`config.mk`:
```
export PLATFORM = sky130hd
export DESIGN_NAME = audio_source_arbiter_flat
export DESIGN_NICKNAME = d
export VERILOG_FILES = /design/src/rtl/audio_source_arbiter_if.sv /design/src/rtl/audio_source_arbiter.sv /design/src/flat_wrapper.sv
export SDC_FILE = /design/constraint.sdc
export NUM_CORES = 1
export LEC_CHECK = 0
export ABC_AREA = 0
export CAP_MARGIN = 20
export CORE_MARGIN = 4
export CORE_UTILIZATION = 23
export CTS_CLUSTER_DIAMETER = 120
export CTS_CLUSTER_SIZE = 10
export DETAILED_ROUTE_END_ITERATION = 8
export MAX_ROUTING_LAYER = met4
export PLACE_DENSITY_LB_ADDON = 0.05
export SYNTH_ARGS = -nofsm -noshare
export SYNTH_HDL_FRONTEND = slang
export SYNTH_SLANG_ARGS = --single-unit
export TNS_END_PERCENT = 1
```
`constraint.sdc`:
```
create_clock -name clk -period 4.6 [get_ports clk]
set_input_delay 1.38 -clock clk [delete_from_list [all_inputs] [get_ports clk]]
set_output_delay 1.38 -clock clk [all_outputs]
set_load 0.01 [all_outputs]
```
`src/rtl/audio_source_arbiter_if.sv`:
```
// Request/sample bundle between the tone requesters and the speaker-path arbiter.
// The master side drives requests and pitch; the slave side returns grant and samples.
interface audio_source_arbiter_if;
  logic        frame_tick;
  logic [2:0]  req;
  logic [9:0]  half_per_0;
  logic [9:0]  half_per_1;
  logic [9:0]  half_per_2;
  logic        mute;
  logic [2:0]  grant;
  logic [15:0] audio_left;
  logic [15:0] audio_right;

  modport master (
    output frame_tick, req, half_per_0, half_per_1, half_per_2, mute,
    input  grant, audio_left, audio_right
  );

  modport slave (
    input  frame_tick, req, half_per_0, half_per_1, half_per_2, mute,
    output grant, audio_left, audio_right
  );
endinterface

```
`src/rtl/audio_source_arbiter.sv`:
```
// Fixed-priority owner of the stereo speaker path; emits a square wave per audio frame.
// Grant changes only at half-period boundaries, with a minimum hold against preemption.
module audio_source_arbiter #(
  parameter logic [15:0] AMP      = 16'h2000,
  parameter int unsigned MIN_HOLD = 8
) (
  input logic                   clk,
  input logic                   rst,
  audio_source_arbiter_if.slave bus
);

  typedef enum logic [0:0] {StIdle, StPlay} state_e;

  state_e      state_q, state_d;
  logic [2:0]  grant_q, grant_d;
  logic        sign_q, sign_d;
  logic [9:0]  phase_q, phase_d;
  logic [7:0]  hold_q, hold_d;
  logic [15:0] audio_q, audio_d;

  logic [7:0]  hold_inc;
  logic [15:0] sample;
  logic [2:0]  top_req;
  logic        owner_req;
  logic        higher_req;
  logic [9:0]  h0_eff, h1_eff, h2_eff;

  localparam logic [15:0] NegAmp = 16'(-AMP);

  function automatic logic [2:0] top_bit(input logic [2:0] r);
    if (r[2])      return 3'b100;
    else if (r[1]) return 3'b010;
    else if (r[0]) return 3'b001;
    else           return 3'b000;
  endfunction

  function automatic logic [9:0] sel_half(input logic [2:0] g, input logic [9:0] h0,
                                          input logic [9:0] h1, input logic [9:0] h2);
    case (g)
      3'b001:  return h0;
      3'b010:  return h1;
      3'b100:  return h2;
      default: return 10'd1;
    endcase
  endfunction

  // A half-period of 0 would never reach a boundary, so it runs as 1.
  assign h0_eff = (bus.half_per_0 == 10'd0) ? 10'd1 : bus.half_per_0;
  assign h1_eff = (bus.half_per_1 == 10'd0) ? 10'd1 : bus.half_per_1;
  assign h2_eff = (bus.half_per_2 == 10'd0) ? 10'd1 : bus.half_per_2;

  assign top_req   = top_bit(bus.req);
  assign owner_req = |(bus.req & grant_q);

  always_comb begin
    case (grant_q)
      3'b001:  higher_req = |bus.req[2:1];
      3'b010:  higher_req = bus.req[2];
      default: higher_req = 1'b0;
    endcase
  end

  always_comb begin
    state_d  = state_q;
    grant_d  = grant_q;
    sign_d   = sign_q;
    phase_d  = phase_q;
    hold_d   = hold_q;
    audio_d  = audio_q;
    hold_inc = (hold_q == 8'hff) ? hold_q : hold_q + 8'd1;
    sample   = 16'h0000;

    if (bus.frame_tick) begin
      unique case (state_q)
        StIdle: begin
          if (bus.req != 3'b000) begin
            grant_d = top_req;
            phase_d = sel_half(top_req, h0_eff, h1_eff, h2_eff);
            sign_d  = 1'b1;
            hold_d  = 8'd0;
            sample  = AMP;
            state_d = StPlay;
          end
        end
        StPlay: begin
          hold_d = hold_inc;
          if (phase_q > 10'd1) begin
            phase_d = phase_q - 10'd1;
            sample  = sign_q ? AMP : NegAmp;
          end else if (!owner_req && (bus.req != 3'b000)) begin
            grant_d = top_req;
            sign_d  = 1'b1;
            phase_d = sel_half(top_req, h0_eff, h1_eff, h2_eff);
            hold_d  = 8'd0;
            sample  = AMP;
          end else if (!owner_req) begin
            grant_d = 3'b000;
            state_d = StIdle;
          end else if (higher_req && (32'(hold_inc) >= MIN_HOLD)) begin
            grant_d = top_req;
            sign_d  = 1'b1;
            phase_d = sel_half(top_req, h0_eff, h1_eff, h2_eff);
            hold_d  = 8'd0;
            sample  = AMP;
          end else begin
            // Re-sample the owner's pitch so changes land on a boundary.
            sign_d  = ~sign_q;
            phase_d = sel_half(grant_q, h0_eff, h1_eff, h2_eff);
            sample  = sign_d ? AMP : NegAmp;
          end
        end
        default: state_d = StIdle;
      endcase
      audio_d = bus.mute ? 16'h0000 : sample;
    end
  end

  always_ff @(posedge clk or posedge rst) begin
    if (rst) begin
      state_q <= StIdle;
      grant_q <= 3'b000;
      sign_q  <= 1'b1;
      phase_q <= 10'd0;
      hold_q  <= 8'd0;
      audio_q <= 16'h0000;
    end else begin
      state_q <= state_d;
      grant_q <= grant_d;
      sign_q  <= sign_d;
      phase_q <= phase_d;
      hold_q  <= hold_d;
      audio_q <= audio_d;
    end
  end

  assign bus.grant       = grant_q;
  assign bus.audio_left  = audio_q;
  assign bus.audio_right = audio_q;

endmodule

```
`src/flat_wrapper.sv`:
```
// flat-port wrapper written by rule: the top's interface ports become plain ports
module audio_source_arbiter_flat 
#(
  parameter logic [15:0] AMP      = 16'h2000,
  parameter int unsigned MIN_HOLD = 8
)
  (clk, rst, bus_frame_tick, bus_req, bus_half_per_0, bus_half_per_1, bus_half_per_2, bus_mute, bus_grant, bus_audio_left, bus_audio_right);
  audio_source_arbiter_if bus_i ();
  input logic clk;
  input logic rst;
  input wire logic [$bits(bus_i.frame_tick)-1:0] bus_frame_tick;
  input wire logic [$bits(bus_i.req)-1:0] bus_req;
  input wire logic [$bits(bus_i.half_per_0)-1:0] bus_half_per_0;
  input wire logic [$bits(bus_i.half_per_1)-1:0] bus_half_per_1;
  input wire logic [$bits(bus_i.half_per_2)-1:0] bus_half_per_2;
  input wire logic [$bits(bus_i.mute)-1:0] bus_mute;
  output wire logic [$bits(bus_i.grant)-1:0] bus_grant;
  output wire logic [$bits(bus_i.audio_left)-1:0] bus_audio_left;
  output wire logic [$bits(bus_i.audio_right)-1:0] bus_audio_right;
  assign bus_i.frame_tick = bus_frame_tick;
  assign bus_i.req = bus_req;
  assign bus_i.half_per_0 = bus_half_per_0;
  assign bus_i.half_per_1 = bus_half_per_1;
  assign bus_i.half_per_2 = bus_half_per_2;
  assign bus_i.mute = bus_mute;
  assign bus_grant = bus_i.grant;
  assign bus_audio_left = bus_i.audio_left;
  assign bus_audio_right = bus_i.audio_right;
  audio_source_arbiter #(.AMP(AMP), .MIN_HOLD(MIN_HOLD)) u_core (.clk(clk), .rst(rst), .bus(bus_i));
endmodule
```
# Yosys cells after proc, flatten, opt, wreduce, memory -nomap -nowiden
# Index checks and enable logic that the tools add are counted.
# Widths: inputs -> output; s select.
[classes]
div_mod_pow = 0
mux = 48
n_lt_le_gt_ge = 2
n_shift = 0
addsub = 2
multipliers = 0
n_reduce_logical = 13
n_eq_ne = 12
bitwise_logic = 3
[ops]
columns = ["operator", "n"]
rows = [
  ["$mux 16", 7],
  ["$mux 10", 8],
  ["$pmux 10 s3", 2],
  ["$mux 8", 6],
  ["$pmux 16 s2", 1],
  ["$logic_not 10->1", 3],
  ["$mux 3", 7],
  ["$pmux 10 s2", 1],
  ["$pmux 8 s2", 1],
  ["$mux 14", 1],
  ["$gt 10x1->1 const B", 1],
  ["$mux 1", 10],
  ["$sub 10x1->10 const B", 1],
  ["$add 8x1->8 const B", 1],
  ["$eq 8x8->1 const B", 1],
  ["$ge 8x4->1 const B", 1],
  ["$ne 4x4->1 const B", 2],
  ["$reduce_and 4->1", 2],
  ["$eq 3x1->1 const B", 2],
  ["$eq 3x2->1 const B", 2],
  ["$eq 3x3->1 const B", 2],
  ["$pmux 1 s2", 3],
  ["$pmux 3 s2", 1],
  ["$and 3x3->3", 1],
  ["other kinds (11)", 13],
]
[totals]
reg_bits = 39
memories = 0
ramBits = 0
rom_bits = 0
wordCells = 86
inputBits = 37
latchBits = 0

# Logic depth before layout (Yosys ltp)
# Gate-level depths: netlist (run 1).
[depth]
word_depth = 10
mapped_depth = 10
depth_no_buf = 9

# Least setup slack after synthesis (run 1)
# No wires, ideal clock.
[synth_path]
path_type = "input to register"
from = "input bus_req[2]"
to = "register u_core.phase_q[2]"
arrival_time_ns = 2.712
n_path_buf = 1
stages = 6
slack_ns = 1.766
path_cell_list = "or3_1 > clkbuf_1 > a22oi_4 > and2_1 > o2111ai_1 > a32o_1"
[synth_via]
elab_chain_len = 8
word_cells_on_any_way = 22
cone_classes = "eq/ne (5); mux (9); bitwise (1); reduce/logical (7)"
[synth_rtl]
columns = ["element", "line", "rtl"]
rows = [
  ["start: declaration", "flat_wrapper.sv:12", "input wire logic [$bits(bus_i.req)-1:0] bus_req;"],
  ["$mux 3 or $reduce_or 2->1 (tied branches)", "audio_source_arbiter.sv:31, audio_source_arbiter.sv:57", ""],
  ["$eq 3x3->1 (tied with other cells)", "audio_source_arbiter.sv:39", "case (g)"],
  ["$pmux 10 s3 or $logic_and 1x1->1 (tied branches)", "audio_source_arbiter.sv:39, audio_source_arbiter.sv:99", ""],
  ["$mux 10", "audio_source_arbiter.sv:99", "end else if (higher_req && (32'(hold_inc) >= MIN_HOLD)) begin"],
  ["$mux 10", "audio_source_arbiter.sv:96", "end else if (!owner_req) begin"],
  ["$mux 10", "audio_source_arbiter.sv:90", "end else if (!owner_req && (bus.req != 3'b000)) begin"],
  ["$mux 10", "audio_source_arbiter.sv:87", "if (phase_q > 10'd1) begin"],
  ["$pmux 10 s2", "audio_source_arbiter.sv:74", "unique case (state_q)"],
  ["end signal: assignment", "audio_source_arbiter.sv:130", "phase_q <= phase_d;"],
  ["end: declaration", "audio_source_arbiter.sv:17", "logic [9:0] phase_q, phase_d;"],
]
# Parallel ways exist; a longest one is shown, timed or not. The select of a mux whose other input is x is not followed.
# A chain may end at the register's enable or synchronous reset.

# Final worst setup path (run 1)
[layout_path]
from = "input bus_req[0]"
to = "register u_core.hold_q[1]"
[layout_via]
elab_chain_len = 7
word_cells_on_any_way = 11
cone_classes = "eq/ne (1); mux (4); bitwise (1); reduce/logical (5)"
[layout_rtl]
columns = ["element", "line", "rtl"]
rows = [
  ["$and 3x3->3", "audio_source_arbiter.sv:53", "assign owner_req = |(bus.req & grant_q);"],
  ["$reduce_or 3->1", "audio_source_arbiter.sv:53", ""],
  ["$logic_not 1->1", "audio_source_arbiter.sv:90", ""],
  ["$logic_and 1x1->1", "audio_source_arbiter.sv:90", ""],
  ["$mux 8", "audio_source_arbiter.sv:90", ""],
  ["$mux 8", "audio_source_arbiter.sv:87", ""],
  ["$pmux 8 s2", "audio_source_arbiter.sv:74", ""],
  ["end signal: assignment", "audio_source_arbiter.sv:131", "hold_q <= hold_d;"],
  ["end: declaration", "audio_source_arbiter.sv:18", "logic [7:0] hold_q, hold_d;"],
]
# Parallel ways exist; a longest one is shown, timed or not.

==> results by group, run 1 <==
Power and ir drop
  • Pleak: 1.18 nW
  • Pwr/cell area: 365 nW/um^2
  • Power share of the clock group: 13.6%
  • Cell-internal power: 0.595 mW
  • P_sw: 0.450 mW
  • Worst ir drop on vdd: 0.107 mV
  • Gate power share: 49.5%
  • Sw Ratio: 43.1%
  • Seq pwr share: 36.9%

Synthesis
  • Area share of and/or/nand/nor cells after synthesis: 20.0%
  • Cells after Synth: 296
  • Mux share of post-synthesis cell area: 2.29%
  • Largest family of logic cells by synthesized area: compound AO/OA/AOI/OAI gates
  • Seq cells post-synth: 25
  • Synth Area in Adders: 1.60%
  • Post-synth EDFFs: 0
  • Synth Cell Area: 2350 sq um
  • Synth Flop Type: dfrtp_1
  • FFs w/ async S/R, synth: 100%
  • Cell variety after synth: 54
  • YS warnings: 0
  • Register area share after synthesis: 26.7%
  • Compound-gate portion of the synthesized area: 32.8%
  • Mean Syn Cell Area: 7.93 sq um
  • Synth Area in XOR/XNOR: 1.87%

Clocking
  • CTS Root Cell: clkbuf_8
  • Skew-Pair Late Insertion Delay: 0.28 ns
  • Num Clock Sinks: 25
  • Resize count post-CTS: 0
  • CTS H-tree depth: 1
  • Clock Tree Buf Depth: 2
  • TritonCTS Buffers: 3
  • Hold-fix buffers at CTS: 0
  • Clk pin slew, worst setup/hold paths: 0.11 ns
  • CTS tree: yes
  • Post-CTS setup buffer count: 0

Cells and area
  • Share of cells above drive strength 1: 5.81%
  • Most frequent cells in the layout: 45 x clkdlybuf4s50_1, 27 x nor2_1, 26 x conb_1
  • Area growth syn-to-layout: 21.8%
  • Inserted Diodes: 0
  • Post-layout nets: 368
  • Leading cell type in the layout, fill and taps excluded: clkdlybuf4s50_1

Timing
  • Hold Fails Final Rpt: 0
  • Final Slew Violations: 0
  • Slew HR: 46.5%
  • TNS Setup: 0 ns
  • Setup-failing EPs final: 0
  • Setup Skew: 0.0110 ns
  • RSZ-0062 raised after global routing: false
  • Hold WS: 0.540 ns
  • Max Fclk: 282 MHz
  • Period utilisation layout: 77.0%
  • Tightest Pin Transition: 0.800 ns
  • Final worst path period need: 3.54 ns

Drt
  • Routed WL per cell: 16.8 um
  • DRT iter0 DRCs: 161
  • Vias post-DR: 2301
  • DRC violations left: 0
  • Vias per cell: 5.00
  • Routed Wire Length: 7750 um
  • Antenna-violating nets left: 0
  • Iteration count of the initial detailed-routing pass: 4

Floorplanning
  • Die Area: 11900 sq um
  • # rows: 36
  • Die span in y: 109 um
  • Core ar.: 9860 sq um
  • Die X: 109 um
  • Initial Util: 23.8%
  • IO Count: 72

Critical path
  • Startpoint types: input pin
  • CP arrival: 3.72 ns
  • Critical path class: in -> reg
  • Crit-path max FO: 14
  • CP Data Required Time: 4.78 ns
  • Crit path capture type: flip-flop

Place
  • Routability Congestion: 0.864
  • DP HPWL: 6060 um
  • Input/output buffers: 45

Run status
  • Status: completed

Run
  • Max_cap viols: 0

GRT
  • Largest net degree at the start of global routing: 25
  • Antenna violations before repair: 0
  • First-pass GRT wire length: 12400 um
  • Global Route Usage Sum: 13.9%
  • Vias in the first global route: 2230
  • Gr ovfl total: 0

Min path
  • Hold crit path type: reg -> reg
-- registers in the layout, indices dropped and copies added, names as in the netlist --
signal	count
u_core.bus.grant	3
u_core.sign_q	1
u_core.state_q	1
u_core.bus.audio_left	2
u_core.hold_q	8
u_core.phase_q	10
-- kinds of logic after synthesis --
group,count (synthesis)
adder cells (fa/ha/maj),3
AO/OA/AOI/OAI,108
flip-flops,25
buffers and inverters,58
multiplexers,5
other,1
AND/OR/NAND/NOR,91
XOR/XNOR,5
-- cell type report --
class / count / area, sq um
fill: 1051 / 7010
clock inverter: 1 / 7.51
multi-input combinational: 238 / 1470
sequential: 25 / 627
tap: 133 / 166
timing repair buffer: 50 / 508
clock buffer: 3 / 41.3
inverter: 10 / 37.5
-- path summary, 6_finish.rpt --
kind / end / start / depth (start not counted) / slack [ns]
min in group asynchronous: u_core.hold_q[3]$_DFFE_PP0P_ / rst / 2 / 1.41
min reg2reg: u_core.phase_q[2]$_DFFE_PP0P_ / u_core.phase_q[2]$_DFFE_PP0P_ / 1 / 0.54
max: u_core.hold_q[1]$_DFFE_PP0P_ / bus_req[0] / 6 / 1.06
max in group asynchronous: u_core.sign_q$_DFFE_PP1P_ / rst / 3 / 2.66
max reg2reg: u_core.phase_q[3]$_DFFE_PP0P_ / u_core.phase_q[4]$_DFFE_PP0P_ / 7 / 1.68
min: u_core.phase_q[2]$_DFFE_PP0P_ / u_core.phase_q[2]$_DFFE_PP0P_ / 1 / 0.54
-- synth_stat cells (all sizes together), types with 2 or more instances --
cell | count | share of area [%]
a41oi | 4 | 1.5
dfrtp | 24 | 26
nor2 | 27 | 4.3
xnor2 | 3 | 1.1
o21ai | 16 | 3.6
o211ai | 2 | 0.64
nand4 | 4 | 1.1
nor3b | 5 | 1.6
buf | 36 | 11
nand3 | 5 | 1.1
a22o | 7 | 2.6
a31oi | 3 | 0.80
a22oi | 23 | 7.9
nor2b | 9 | 2.4
nor4 | 7 | 2.1
or3 | 2 | 0.53
nand2 | 15 | 2.4
clkbuf | 12 | 1.9
o2111ai | 2 | 0.75
a21o | 2 | 0.64
nor3 | 8 | 1.7
mux2i | 2 | 0.85
and2 | 3 | 0.80
a221oi | 3 | 1.1
o31ai | 2 | 0.64
o22ai | 2 | 0.53
o22a | 4 | 1.5
o21a | 3 | 0.96
a21oi | 24 | 5.1
ha | 3 | 1.6
a31o | 2 | 0.75
mux2 | 3 | 1.4
inv | 10 | 1.6
a32o | 3 | 1.3
xor2 | 2 | 0.75
-- power groups by stage --
| stage | registers, mW | logic [mW] | clock network, mW |
|---|---|---|---|
| finish | 0.386 | 0.517 | 0.142 |
| global placement | 0.393 | 0.522 | 0 |
| detailed placement | 0.389 | 0.513 | 0 |
| floorplan | 0.362 | 0.382 | 0 |
| CTS | 0.386 | 0.516 | 0.150 |
| global route | 0.400 | 0.577 | 0.161 |
-- routing by layer --
layer | up-vias | wire [um] | track usage (%)
li1 | 1116 | - | -
met1 | 1089 | 3920 | 20.4
met5 | - | 0 | -
met4 | 0 | 95 | 3.52
met3 | 6 | 383 | 1.89
met2 | 90 | 3350 | 19.8
-- metrics by stage --
stage          cells  power, mW  util [%]  instance area [sq um]  worst slack [ns]
2_1_floorplan    321      0.743         -                   2440              1.77
3_3_place_gp     455      0.914      28.2                   2780             0.822
3_5_place_dp     456      0.903      28.5                   2810             0.792
4_1_cts          460       1.05      29.0                   2860              1.11
5_1_grt          460       1.14      29.0                   2860             0.957
6_report         460       1.04      29.0                   2860              1.06
-- worst max-delay path: stages --
cell and delay (ns):
clkdlybuf4s50_1 0.46, a222oi_1 0.71, a22oi_4 0.24, o21bai_2 0.51, inv_1 0.13, a32o_1 0.28
Note: power is estimated with default switching activity, not from simulation.
==> run 2: changes to the inputs <==
==> constraint.sdc (replaced) <==
create_clock -name clk -period 3 [get_ports clk]
set_input_delay 0.9 -clock clk [delete_from_list [all_inputs] [get_ports clk]]
set_output_delay 0.9 -clock clk [all_outputs]
set_load 0.01 [all_outputs]
==> run 2 against run 1 <==
First-iteration DRC count is 27% higher. Register-to-register slack lost 1.2 ns. Sequential share of layout area is 0.71 points lower. Core utilization up 0.96 points. Hold slack got worse by 0.0043 ns. Count of clock-buffer cells in the layout unchanged. Combinational power rose by 62%. Clock skew is 0.0024 ns lower. Final area rose by 3.3%. Worst setup slack worse by 0.79 ns. Largest power group unchanged. Clock power increased by 54%.
==> results by group, run 2 (synthesized netlist as in run 1, its figures left out) <==
Timing
  • Final worst path period need: 2.73 ns
  • Period utilisation layout: 91.0%
  • Max Fclk: 366 MHz
  • Slew HR: 59.9%
  • Tightest Pin Transition: 0.601 ns
  • Hold Fails Final Rpt: 0
  • RSZ-0062 raised after global routing: false
  • Setup-failing EPs final: 0
  • Final Slew Violations: 0
  • Setup Skew: 0.00859 ns

Place
  • Input/output buffers: 45
  • Post-DP Area: 2910 sq um
  • DP HPWL: 6120 um
  • Placed cell count: 468
  • Routability Congestion: 0.809

Critical path
  • Top delay family on crit path: compound AO/OA/AOI/OAI gates
  • Startpoint types: input pin
  • Critical path class: in -> reg
  • CP bufs+invs: 1
  • CP arrival: 2.90 ns
  • Delay of the slowest cell on the worst path: 0.48 ns
  • Cell breakdown of the critical path: clkdlybuf4s50_1, or3_1, a22oi_4, and2_1, o2111ai_1, a32o_1
  • Crit-path max FO: 8
  • Slowest-stage cell, CP: clkdlybuf4s50_1
  • Crit path capture type: flip-flop
  • CP Data Required Time: 3.17 ns

Floorplanning
  • # rows: 36
  • IO Count: 72
  • Die span in y: 109 um
  • Die Area: 11900 sq um
  • Die X: 109 um
  • Core ar.: 9860 sq um
  • Initial Util: 23.8%

Power and ir drop
  • Pwr/cell area: 558 nW/um^2
  • Worst ir drop on vdd: 0.193 mV
  • Pleak: 1.24 nW

Clocking
  • Clk pin slew, worst setup/hold paths: 0.09 ns
  • TritonCTS Buffers: 3
  • Resize count post-CTS: 0
  • CTS tree: yes
  • Num Clock Sinks: 25
  • CTS H-tree depth: 1
  • Skew-Pair Late Insertion Delay: 0.28 ns
  • Hold-fix buffers at CTS: 0
  • Post-CTS setup buffer count: 0
  • Clock Tree Buf Depth: 2
  • CTS Root Cell: clkbuf_8

Cells and area
  • # fillers: 1073
  • Inserted Diodes: 0
  • Non-filler cells, final: 472
  • Register area: 627 sq um
  • Leading cell type in the layout, fill and taps excluded: clkdlybuf4s50_1
  • Biggest register: u_core.phase_q
  • Final Util: 29.9%
  • Post-layout nets: 380
  • Area of the multi-input gates: 1470 sq um
  • Most frequent cells in the layout: 45 x clkdlybuf4s50_1, 27 x nor2_1, 26 x conb_1
  • Area growth syn-to-layout: 25.9%
  • Final instance area: 2950 sq um
  • Share of cells above drive strength 1: 9.14%
  • Max reg flops: 10

Min path
  • Hold crit path type: reg -> reg

Drt
  • DRT iter0 DRCs: 204
  • Vias post-DR: 2320
  • Routed WL per cell: 16.3 um
  • Iteration count of the initial detailed-routing pass: 6
  • DRC violations left: 0
  • Vias per cell: 4.92
  • Routed Wire Length: 7720 um
  • Antenna-violating nets left: 0

GRT
  • First-pass GRT wire length: 12600 um
  • Largest net degree at the start of global routing: 26
  • Antenna violations before repair: 0
  • Gr ovfl total: 0
  • Vias in the first global route: 2242
  • Global Route Usage Sum: 14.0%

Run status
  • Status: completed

Run
  • Max_cap viols: 0
## run 2: changes by cell type in the layout (fill, tap and decap cells not counted), sizes merged
cell  before  now
buf        5   17
## run 2: cell type report
type | instances | share of cell area [%]
Clock buffer | 3 | 1.40
Clock inverter | 1 | 0.254
Inverter | 10 | 1.27
Multi-Input combinational cell | 238 | 49.8
Sequential cell | 25 | 21.2
Tap cell | 133 | 5.63
Timing Repair Buffer | 62 | 20.4
## run 2: report_power, final
group | switching (mW) | internal, mW | total [mW]
Sequential | 0.154 | 0.440 | 0.594
Combinational | 0.420 | 0.415 | 0.835
Clock | 0.124 | 0.0945 | 0.218
## run 2: final timing paths
check / slack [ns] / endpoint / cells past startpoint / start
max: 0.27 / u_core.phase_q[2]$_DFFE_PP0P_ / 6 / bus_req[2]
min: 0.54 / u_core.phase_q[2]$_DFFE_PP0P_ / 1 / u_core.phase_q[2]$_DFFE_PP0P_
max reg2reg: 0.49 / u_core.phase_q[2]$_DFFE_PP0P_ / 8 / u_core.hold_q[0]$_DFFE_PP0P_
min reg2reg: 0.54 / u_core.phase_q[2]$_DFFE_PP0P_ / 1 / u_core.phase_q[2]$_DFFE_PP0P_
max in group asynchronous: 1.73 / u_core.sign_q$_DFFE_PP1P_ / 3 / rst
min in group asynchronous: 0.96 / u_core.hold_q[1]$_DFFE_PP0P_ / 3 / rst
## run 2: layer usage
metal | vias to the layer above | wire length [um] | GRT usage, %
li1 | 1138 | - | -
met1 | 1082 | 3890 | 21.4
met2 | 94 | 3290 | 19.5
met3 | 6 | 448 | 1.54
met4 | 0 | 93 | 3.34
met5 | - | 0 | -
## run 2: stage by stage
step / hold WS [ns] / setup WS, ns / TNS (ns) / power [mW]
6_report: 0.536 / 0.269 / 0 / 1.65
4_1_cts: 0.536 / 0.276 / 0 / 1.66
3_5_place_dp: 0.518 / -0.0150 / -0.0150 / 1.43
3_3_place_gp: 0.525 / 0.0548 / 0 / 1.46
5_1_grt: 0.598 / 0.156 / 0 / 1.80
2_1_floorplan: 0.494 / 0.646 / 0 / 1.14
## run 2: worst register-to-register path, stage by stage (launching register included)
cell	delay, ns
dfrtp_1	0.45
ha_1	0.28
nor3b_1	0.21
mux2i_1	0.10
a221o_1	0.35
a22oi_4	0.29
and2_1	0.24
o2111ai_1	0.16
a32o_1	0.32
==> run 3: changes to the inputs <==
--- a/config.mk
+++ b/config.mk
@@ -6,6 +6,7 @@
 export NUM_CORES = 1
 export LEC_CHECK = 0
 export ABC_AREA = 0
+export ABC_CLOCK_PERIOD_IN_PS = 3000
 export CAP_MARGIN = 20
 export CORE_MARGIN = 4
 export CORE_UTILIZATION = 23
==> results of run 3 <==
The final DEF is identical to that of run 2; final timing and power are the same.
